--- config.mk ---
export PLATFORM = sky130hd
export DESIGN_NAME = video_sync_decoder_flat
export DESIGN_NICKNAME = d
export VERILOG_FILES = /design/src/rtl/video_sync_decoder_if.sv /design/src/rtl/video_sync_decoder.sv /design/src/flat_wrapper.sv
export SDC_FILE = /design/constraint.sdc
export NUM_CORES = 1
export LEC_CHECK = 0
export ABC_AREA = 1
export ABC_CLOCK_PERIOD_IN_PS = 2500
export CAP_MARGIN = 20
export CORE_MARGIN = 1
export CORE_UTILIZATION = 48
export CTS_CLUSTER_SIZE = 14
export DETAILED_ROUTE_END_ITERATION = 10
export PLACE_DENSITY = 0.79
export SYNTH_ARGS = -nofsm -noshare
export SYNTH_HDL_FRONTEND = slang
export SYNTH_SLANG_ARGS = --single-unit
--- constraint.sdc ---
create_clock -name clk_pix -period 2.5 [get_ports clk_pix]
set_input_delay 0.75 -clock clk_pix [delete_from_list [all_inputs] [get_ports clk_pix]]
set_output_delay 0.75 -clock clk_pix [all_outputs]
set_load 0.1 [all_outputs]
--- src/rtl/video_sync_decoder_if.sv ---
// Pixel-stream bundle as driven onto display pins: sync, data enable and 8-bit RGB.
// The source side owns every signal; the decoder only observes.
interface video_sync_decoder_if;
    logic       hsync;
    logic       vsync;
    logic       de;
    logic [7:0] r;
    logic [7:0] g;
    logic [7:0] b;

    modport master (
        output hsync,
        output vsync,
        output de,
        output r,
        output g,
        output b
    );

    modport slave (
        input hsync,
        input vsync,
        input de,
        input r,
        input g,
        input b
    );
endinterface

--- src/rtl/video_sync_decoder.sv ---
// Receive-side video decoder: rebuilds sx/sy from de and vsync, measures active geometry, locks.
// Optional macro FRAME_CHECKSUM_EN adds a per-frame (r+g+b) checksum on frame_sum/sum_valid.
module video_sync_decoder #(
    parameter int unsigned CORDW       = 10,
    parameter int unsigned H_RES       = 640,
    parameter int unsigned V_RES       = 480,
    parameter bit          SYNC_ACT    = 1'b0,
    parameter int unsigned LOCK_FRAMES = 2
) (
    input  logic                clk_pix,
    input  logic                rst_pix,
    video_sync_decoder_if.slave vid,
    output logic [CORDW-1:0]    out_sx,
    output logic [CORDW-1:0]    out_sy,
    output logic                out_de,
    output logic [7:0]          out_r,
    output logic [7:0]          out_g,
    output logic [7:0]          out_b,
    output logic                line_start,
    output logic                frame_start,
    output logic                locked,
    output logic                timing_err,
`ifdef FRAME_CHECKSUM_EN
    output logic [15:0]         frame_sum,
    output logic                sum_valid,
`endif
    output logic [CORDW-1:0]    meas_w,
    output logic [CORDW-1:0]    meas_h
);

    typedef enum logic [1:0] {StIdle, StMeasure, StLocked} state_e;

    localparam logic [CORDW-1:0] CntMax     = {CORDW{1'b1}};
    localparam logic [CORDW-1:0] HRes       = CORDW'(H_RES);
    localparam logic [CORDW-1:0] VRes       = CORDW'(V_RES);
    localparam logic [3:0]       LockFrames = 4'(LOCK_FRAMES);

    // Registered copies of the sync/enable pins for edge detection
    logic vs_q;
    logic de_q;

    logic [CORDW-1:0] sx_q, sx_d;
    logic [CORDW-1:0] sy_q, sy_d;
    logic [CORDW-1:0] line_cnt_q, line_cnt_d;
    logic             first_line_q, first_line_d;
    logic             ls_q, ls_d;
    logic             fs_q, fs_d;
    logic [CORDW-1:0] meas_w_q, meas_w_d;
    logic [CORDW-1:0] meas_h_q, meas_h_d;
    logic             frame_bad_q, frame_bad_d;
    logic             out_de_q;
    logic [7:0]       out_r_q, out_g_q, out_b_q;

    state_e           state_q, state_d;
    logic [3:0]       good_q, good_d;
    logic             err_q, err_d;

    logic             vs_edge;
    logic             de_rise;
    logic             de_fall;
    logic [CORDW-1:0] run_len;
    logic [CORDW-1:0] line_base;
    logic             width_bad;
    logic             frame_is_bad;

    assign vs_edge = (vid.vsync == SYNC_ACT) && (vs_q != SYNC_ACT);
    assign de_rise = vid.de && !de_q;
    assign de_fall = !vid.de && de_q;

    // sx holds the last index of the run, so the run length is one more (saturating)
    assign run_len   = (sx_q == CntMax) ? CntMax : sx_q + 1'b1;
    assign width_bad = (run_len != HRes);
    assign line_base = vs_edge ? '0 : line_cnt_q;

    // A bad width closing in the same cycle as vsync is judged with this frame
    assign frame_is_bad = frame_bad_q || (de_fall && width_bad) || (line_cnt_q != VRes);

    always_comb begin
        sx_d         = sx_q;
        sy_d         = sy_q;
        line_cnt_d   = line_cnt_q;
        first_line_d = first_line_q;
        ls_d         = 1'b0;
        fs_d         = 1'b0;
        meas_w_d     = meas_w_q;
        meas_h_d     = meas_h_q;
        frame_bad_d  = frame_bad_q;

        if (vs_edge) begin
            line_cnt_d   = '0;
            first_line_d = 1'b1;
            meas_h_d     = line_cnt_q;
            frame_bad_d  = 1'b0;
        end

        if (de_rise) begin
            sx_d       = '0;
            ls_d       = 1'b1;
            line_cnt_d = (line_base == CntMax) ? CntMax : line_base + 1'b1;
            if (first_line_d) begin
                sy_d         = '0;
                fs_d         = 1'b1;
                first_line_d = 1'b0;
            end else if (sy_q != CntMax) begin
                sy_d = sy_q + 1'b1;
            end
        end else if (vid.de && (sx_q != CntMax)) begin
            sx_d = sx_q + 1'b1;
        end

        if (de_fall) begin
            meas_w_d = run_len;
            if (width_bad && !vs_edge) begin
                frame_bad_d = 1'b1;
            end
        end
    end

    always_comb begin
        state_d = state_q;
        good_d  = good_q;
        err_d   = 1'b0;

        if (de_fall && width_bad && (state_q == StLocked)) begin
            err_d = 1'b1;
        end

        if (vs_edge) begin
            unique case (state_q)
                StIdle: begin
                    // The frame before the first vsync is partial and never judged
                    state_d = StMeasure;
                    good_d  = '0;
                end
                StMeasure: begin
                    if (frame_is_bad) begin
                        good_d = '0;
                    end else begin
                        good_d = good_q + 4'd1;
                        if (good_d >= LockFrames) begin
                            state_d = StLocked;
                        end
                    end
                end
                StLocked: begin
                    if (frame_is_bad) begin
                        err_d   = 1'b1;
                        good_d  = '0;
                        state_d = StMeasure;
                    end
                end
                default: begin
                    state_d = StIdle;
                    good_d  = '0;
                end
            endcase
        end
    end

    always_ff @(posedge clk_pix) begin
        if (rst_pix) begin
            // Resetting to the active level keeps a vsync held through reset from faking an edge
            vs_q         <= SYNC_ACT;
            de_q         <= 1'b0;
            sx_q         <= '0;
            sy_q         <= '0;
            line_cnt_q   <= '0;
            first_line_q <= 1'b0;
            ls_q         <= 1'b0;
            fs_q         <= 1'b0;
            meas_w_q     <= '0;
            meas_h_q     <= '0;
            frame_bad_q  <= 1'b0;
            out_de_q     <= 1'b0;
            out_r_q      <= '0;
            out_g_q      <= '0;
            out_b_q      <= '0;
            state_q      <= StIdle;
            good_q       <= '0;
            err_q        <= 1'b0;
        end else begin
            vs_q         <= vid.vsync;
            de_q         <= vid.de;
            sx_q         <= sx_d;
            sy_q         <= sy_d;
            line_cnt_q   <= line_cnt_d;
            first_line_q <= first_line_d;
            ls_q         <= ls_d;
            fs_q         <= fs_d;
            meas_w_q     <= meas_w_d;
            meas_h_q     <= meas_h_d;
            frame_bad_q  <= frame_bad_d;
            out_de_q     <= vid.de;
            out_r_q      <= vid.r;
            out_g_q      <= vid.g;
            out_b_q      <= vid.b;
            state_q      <= state_d;
            good_q       <= good_d;
            err_q        <= err_d;
        end
    end

`ifdef FRAME_CHECKSUM_EN
    logic [15:0] acc_q, acc_d;
    logic [15:0] sum_q, sum_d;
    logic        sv_q, sv_d;
    logic [15:0] pix_sum;

    assign pix_sum = {8'd0, vid.r} + {8'd0, vid.g} + {8'd0, vid.b};

    // A pixel coinciding with the vsync edge belongs to the new frame
    always_comb begin
        acc_d = acc_q;
        sum_d = sum_q;
        sv_d  = 1'b0;
        if (vs_edge) begin
            sum_d = acc_q;
            sv_d  = (state_q != StIdle);
            acc_d = vid.de ? pix_sum : 16'd0;
        end else if (vid.de) begin
            acc_d = acc_q + pix_sum;
        end
    end

    always_ff @(posedge clk_pix) begin
        if (rst_pix) begin
            acc_q <= '0;
            sum_q <= '0;
            sv_q  <= 1'b0;
        end else begin
            acc_q <= acc_d;
            sum_q <= sum_d;
            sv_q  <= sv_d;
        end
    end

    assign frame_sum = sum_q;
    assign sum_valid = sv_q;
`endif

    assign out_sx      = sx_q;
    assign out_sy      = sy_q;
    assign out_de      = out_de_q;
    assign out_r       = out_r_q;
    assign out_g       = out_g_q;
    assign out_b       = out_b_q;
    assign line_start  = ls_q;
    assign frame_start = fs_q;
    assign locked      = (state_q == StLocked);
    assign timing_err  = err_q;
    assign meas_w      = meas_w_q;
    assign meas_h      = meas_h_q;

endmodule

--- src/flat_wrapper.sv ---
// flat-port wrapper written by rule: the top's interface ports become plain ports
module video_sync_decoder_flat 
#(
    parameter int unsigned CORDW       = 10,
    parameter int unsigned H_RES       = 640,
    parameter int unsigned V_RES       = 480,
    parameter bit          SYNC_ACT    = 1'b0,
    parameter int unsigned LOCK_FRAMES = 2
)
  (clk_pix, rst_pix, out_sx, out_sy, out_de, out_r, out_g, out_b, line_start, frame_start, locked, timing_err, meas_w, meas_h, vid_hsync, vid_vsync, vid_de, vid_r, vid_g, vid_b);
  video_sync_decoder_if vid_i ();
  input  logic clk_pix;
  input  logic rst_pix;
  output logic [CORDW-1:0] out_sx;
  output logic [CORDW-1:0] out_sy;
  output logic out_de;
  output logic [7:0] out_r;
  output logic [7:0] out_g;
  output logic [7:0] out_b;
  output logic line_start;
  output logic frame_start;
  output logic locked;
  output logic timing_err;
  output logic [CORDW-1:0] meas_w;
  output logic [CORDW-1:0] meas_h;
  input wire logic [$bits(vid_i.hsync)-1:0] vid_hsync;
  input wire logic [$bits(vid_i.vsync)-1:0] vid_vsync;
  input wire logic [$bits(vid_i.de)-1:0] vid_de;
  input wire logic [$bits(vid_i.r)-1:0] vid_r;
  input wire logic [$bits(vid_i.g)-1:0] vid_g;
  input wire logic [$bits(vid_i.b)-1:0] vid_b;
  assign vid_i.hsync = vid_hsync;
  assign vid_i.vsync = vid_vsync;
  assign vid_i.de = vid_de;
  assign vid_i.r = vid_r;
  assign vid_i.g = vid_g;
  assign vid_i.b = vid_b;
  video_sync_decoder #(.CORDW(CORDW), .H_RES(H_RES), .V_RES(V_RES), .SYNC_ACT(SYNC_ACT), .LOCK_FRAMES(LOCK_FRAMES)) u_core (.clk_pix(clk_pix), .rst_pix(rst_pix), .vid(vid_i), .out_sx(out_sx), .out_sy(out_sy), .out_de(out_de), .out_r(out_r), .out_g(out_g), .out_b(out_b), .line_start(line_start), .frame_start(frame_start), .locked(locked), .timing_err(timing_err), .meas_w(meas_w), .meas_h(meas_h));
endmodule
---- Word-level counts from Yosys, hierarchy flattened ----
Cells that the tools add are included.
storage, ports and cells
  input bits .............................. 29
  flip-flop bits (word level) ............. 87
cells by class
  eq/ne operators ......................... 11
  magnitude comparators ................... 1
  multiplexer cells ....................... 23
  add/subtract/negate cells ............... 4
  bitwise operators ....................... 2
  reductions and logical operators ........ 19
operators by type and width
  operator                                                count
  two-way mux 10 bit                                      6
  adder 10 x 1 -> 10 bit, second input constant           3
  inequality test 10 bit, second input constant           3
  equality test 10 bit, second input constant             2
  two-way mux 1 bit                                       10
  inequality test 10 x 9 -> 1 bit, second input constant  1
  two-way mux 4 bit                                       2
  one-hot mux 4 bit (2 select lines)                      1
  logical AND 1 bit                                       7
  two-way mux 2 bit                                       3
  one-hot mux 2 bit (3 select lines)                      1
  adder 4 x 1 -> 4 bit, second input constant             1
  >= comparator 4 x 2 -> 1 bit, second input constant     1
  inequality test 2 x 1 -> 1 bit, second input constant   2
  AND reduction 2 bit                                     2
  AND reduction 4 bit                                     1
  OR reduction 2 bit                                      2
  logical NOT 1 bit                                       3
  equality test 2 x 1 -> 1 bit, second input constant     1
  equality test 2 bit, second input constant              1
  logical NOT 2 bit                                       1
  logical OR 1 bit                                        2
  inequality test 2 bit, second input constant            1
  inverter 1 bit                                          2
  nonzero test 2 bit                                      1

---- Depth between registers and ports, before layout ----
  depth in word-level cells ............... 9
  depth in mapped cells ................... 15
  gate-level depth less buffers ........... 15

---- Worst setup path before layout ----
No wires, ideal clock.
  path kind ............................... register to register
  start point ............................. register u_core.sx_q[0] (netlist: u_core.out_sx[0])
  end point ............................... register u_core.good_q[3]
  arrival time ............................ 2.580 ns
  data required time ...................... 2.375 ns
  setup slack ............................. -0.205 ns
  period minus slack after synthesis ...... 2.705 ns
  stages on the path, launching flop included .. 15
  buffers on the path ..................... 0
  cells stage by stage .................... dfxtp_1 ha_1 nand2_2 nor2_2 nand2_1 nand2_2 nand2_2 nor2_2 nand3_2 nand2_4 nand4_1 nand2_1 nand2_1 nand2_1 nor2_2
on the way
  longest elaborated chain between the ends .. 8
  elaborated cells between the ends (all ways) .. 11
  classes of those cells .................. add/sub: 1; eq/ne: 3; mux: 3; reduce/logical: 4
RTL lines
  element                                                                    line                       RTL
  start, declared                                                            video_sync_decoder.sv:42   logic [CORDW-1:0] sx_q, sx_d;
  start signal, assigned                                                     video_sync_decoder.sv:165  sx_q <= '0;
  start signal, assigned                                                     video_sync_decoder.sv:184  sx_q <= sx_d;
  adder 10 x 1 -> 10 bit or equality test 10 bit (tied branches)             video_sync_decoder.sv:71   assign run_len = (sx_q == CntMax) ? CntMax : sx_q + 1'b1;
  two-way mux 10 bit *                                                       video_sync_decoder.sv:71
  inequality test 10 bit *                                                   video_sync_decoder.sv:72   assign width_bad = (run_len != HRes);
  logical AND 1 bit *                                                        video_sync_decoder.sv:76   assign frame_is_bad = frame_bad_q || (de_fall && width_bad) || (line_cnt_q != VRes);
  logical OR 1 bit * (2 in series)                                           video_sync_decoder.sv:76
  two-way mux 4 bit or inequality test 2 x 1 -> 1 bit (tied branches)        -
  one-hot mux 4 bit (2 select lines) or AND reduction 2 bit (tied branches)  -
  end signal, assigned                                                       video_sync_decoder.sv:198  good_q <= good_d;
  end, declared                                                              video_sync_decoder.sv:55   logic [3:0] good_q, good_d;
Every way passes the cells marked *; elsewhere a longest branch is shown, timed or not.
A chain may end at the register's enable or synchronous reset.

---- Worst setup path after layout ----
  start point ............................. input vid_de
  end point ............................... register u_core.line_cnt_q[9]
on the way
  longest elaborated chain between the ends .. 2
RTL lines
  element               line                       RTL
  start, declared       flat_wrapper.sv:28         input wire logic [$bits(vid_i.de)-1:0] vid_de;
  logical AND 1 bit     video_sync_decoder.sv:67   assign de_rise = vid.de && !de_q;
  two-way mux 10 bit    video_sync_decoder.sv:96   if (de_rise) begin
  end signal, assigned  video_sync_decoder.sv:186  line_cnt_q <= line_cnt_d;
  end, declared         video_sync_decoder.sv:44   logic [CORDW-1:0] line_cnt_q, line_cnt_d;
Every way passes these cells.

==> flow_summary.ini <==
[outcome]
status = complete, no violations

[placed_design]
gp_congestion = 0.922
port_buffers = 96
dp.cells = 699
dp_hpwl_um = 6580

[critical_path]
worst-path-buf-inv = 3
worstPathCellList = clkdlybuf4s50_1, inv_1, nor2_2, inv_1, nor4_1, nand2_1, nor2_1, nand2_1, o22ai_1, nand3_1, nand2_1
crit_path_start = vid_de
critPathLaunchType = input pin
cp_max_fo = 3
critPathMostFrequentCell = nand2_1
critical_path.endpoint_type = register
slowest_stage = clkdlybuf4s50_1
critPathArrivalTime_ps = 2560
regToRegSetupSlack_ps = 450
cpPeakStageDelay_ps = 500
r2r_start = u_core.out_sx[0]
cp_data_required_time_ps = 2810
worstSetupPathType = in2reg
crit_family = simple AND/OR/NAND/NOR gates

[detailed_routing]
route.vias.total = 3520
firstDrtPassIters = 4
drt_wl_total_um = 8610
drc = 0
antenna_left = 0
detail_route.wl_per_cell_um = 12.0
avgViaCountPerCell = 4.92
drt_iter0_markers = 229

[clock_network]
cts.htree.levels = 3
clock_path_buffers = 2
clock_latency_ps = 360
post_cts_buffers = 0
root_buffer = clkbuf_8
clock-sinks = 87
cts-resized-gates = 0
cts_tree = built
cts_hold_buf = 0
clkTransAtPathRegs_ps = 100
cts_made_buffers = 9

[cells_and_area]
syn_to_final_growth_pct = 35.7
fillers = 650
diodes = 0
final_cells = 715
layout-drive-gt1-share = 0.226
nNetsFinal = 645

[floorplan]
core_area_sq_um = 7290
rows = 31
pin_count = 98
die_area_sq_um = 7920
die_h_um = 89.0
die_x_um = 89.0
initial_core_util = 0.498

[sta]
hold_violations = 0
maxSlewHeadroom = 0.736
finClkSkew_ps = 12.5
setup_viol = 0
post-route-period-util = 0.900
fin_crit_ps = 2250
clock.fmax_mhz = 444
slew_violations = 0
rsz0062_at_grt = no
worst_slew_pin_slew_ps = 395

[logic_synthesis]
ys_ff_latch = 87
yosys_warnings = 0
synth_top_area_share = 0.479
syn_area_sq_um = 3630
yosysMostFrequentCell = inv_1
post-synth-top-area-cell = dfxtp_1
syn_nets = 522
yosysSeqAreaShare = 0.479
synthTopCellsByCount = 88 x inv_1, 87 x dfxtp_1, 72 x nor2_1, 67 x nand2_1, 39 x o21ai_0
synthTopCellsByArea = dfxtp_1 48%, inv_1 9.1%, nor2_1 7.4%
synthArstFlopShare = 0
syn_inst = 488
synthFlopType = dfxtp_1
post_synth.cell_area_avg_sq_um = 7.45
ys_types = 32
synth_edf_count = 0

[min_path]
hp-class = reg2reg
min_from = u_core.line_cnt_q[2]

[job]
max_cap_violations = 0

[global_route]
grtUsageTotal = 0.224
grt-ovfl-total = 0
grt_pass1_wl_um = 13800
grt_max_degree = 28
grt_pass1_vias = 3095
antenna_found_initial = 0

[power_and_ir_drop]
p_leak_nw = 2.33
irDropWorstVdd_mv = 0.388
power.density_nw_per_um2 = 634
total_power_w = 0.00313
worst paths after layout:
kind                           to  cells past startpoint
min reg2reg      u_core.meas_h[2]                      2
min              u_core.meas_h[2]                      2
max          u_core.line_cnt_q[9]                     11
max reg2reg     u_core.state_q[0]                     14
cells by family after synthesis:
| group | count (synthesis) | synth area share |
|---|---|---|
| flip-flops | 87 | 0.479 |
| XOR/XNOR | 4 | 0.00964 |
| AND/OR/NAND/NOR | 206 | 0.260 |
| AO/OA/AOI/OAI | 86 | 0.128 |
| buffers and inverters | 100 | 0.106 |
| adder cells (fa/ha/maj) | 5 | 0.0172 |
registers in the layout, summed over array words and instances, names as in the netlist:
name,count
u_core.line_cnt_q,10
u_core.meas_h,10
u_core.meas_w,10
u_core.out_sx,10
u_core.out_sy,10
u_core.out_b,8
u_core.out_g,8
u_core.out_r,8
u_core.good_q,4
u_core.state_q,2
u_core.first_line_q,1
u_core.frame_bad_q,1
u_core.frame_start,1
u_core.line_start,1
u_core.out_de,1
u_core.timing_err,1
u_core.vs_q,1
worst register-to-register path: stages (launching register included):
cell and delay, ps:
dfxtp_2 410, ha_1 240, nand2_2 110, nor2_2 160
nand2_1 180, nand3_1 180, nor2_2 50, nand3_2 80
nand2_4 80, nand3_4 110, nand2_4 60, nand2_4 90
nand2_2 60, nor2_1 120, nor2_2 40
layer usage:
| layer | GRT usage | vias up | wire, um |
|---|---|---|---|
| met5 | 0 | - | 0 |
| met4 | 0.0866 | 0 | 137 |
| met3 | 0.0517 | 12 | 542 |
| met2 | 0.378 | 103 | 4120 |
| met1 | 0.280 | 1604 | 3810 |
| li1 | - | 1801 | - |
placed cells by master, fill, tap and decap left out, types with 6 or more instances in the layout:
cell type	instances
nor2_1	72
dfxtp_1	82
nor3_1	9
nand2_2	6
nand4_1	8
o21ai_0	39
nor2_2	7
nand3_1	23
a21oi_1	31
buf_4	95
clkbuf_8	9
nand2_1	67
inv_1	88
clkdlybuf4s50_1	27
power by group:
part	internal (W)	switching, W	leakage, nW
logic	0.000174	0.000505	1.51
registers	0.00144	0.0000360	0.715
clock network	0.000394	0.000572	0.101
final cells by class:
| class | instances | area [sq um] | area share |
|---|---|---|---|
| clock buffer | 9 | 124 | 0.0251 |
| clock inverter | 7 | 73.8 | 0.0150 |
| inverter | 88 | 330 | 0.0670 |
| multi-input combinational | 301 | 1510 | 0.306 |
| sequential | 87 | 1750 | 0.354 |
| tap | 99 | 124 | 0.0251 |
| timing repair buffer | 124 | 1020 | 0.208 |
per-stage QoR:
stage | utilization | cell area [sq um] | hold WS (ps) | setup WS [ps] | TNS, ps
6_report | 0.676 | 4930 | 488 | 249 | 0
5_1_grt | 0.676 | 4930 | 517 | 0.0486 | 0
4_1_cts | 0.676 | 4930 | 495 | 302 | 0
3_5_place_dp | 0.649 | 4730 | 478 | -74.2 | -515
3_3_place_gp | 0.649 | 4730 | 474 | -44.7 | -106
2_1_floorplan | - | 3640 | 444 | 0.171 | 0
(Power assumes the default switching activity.)
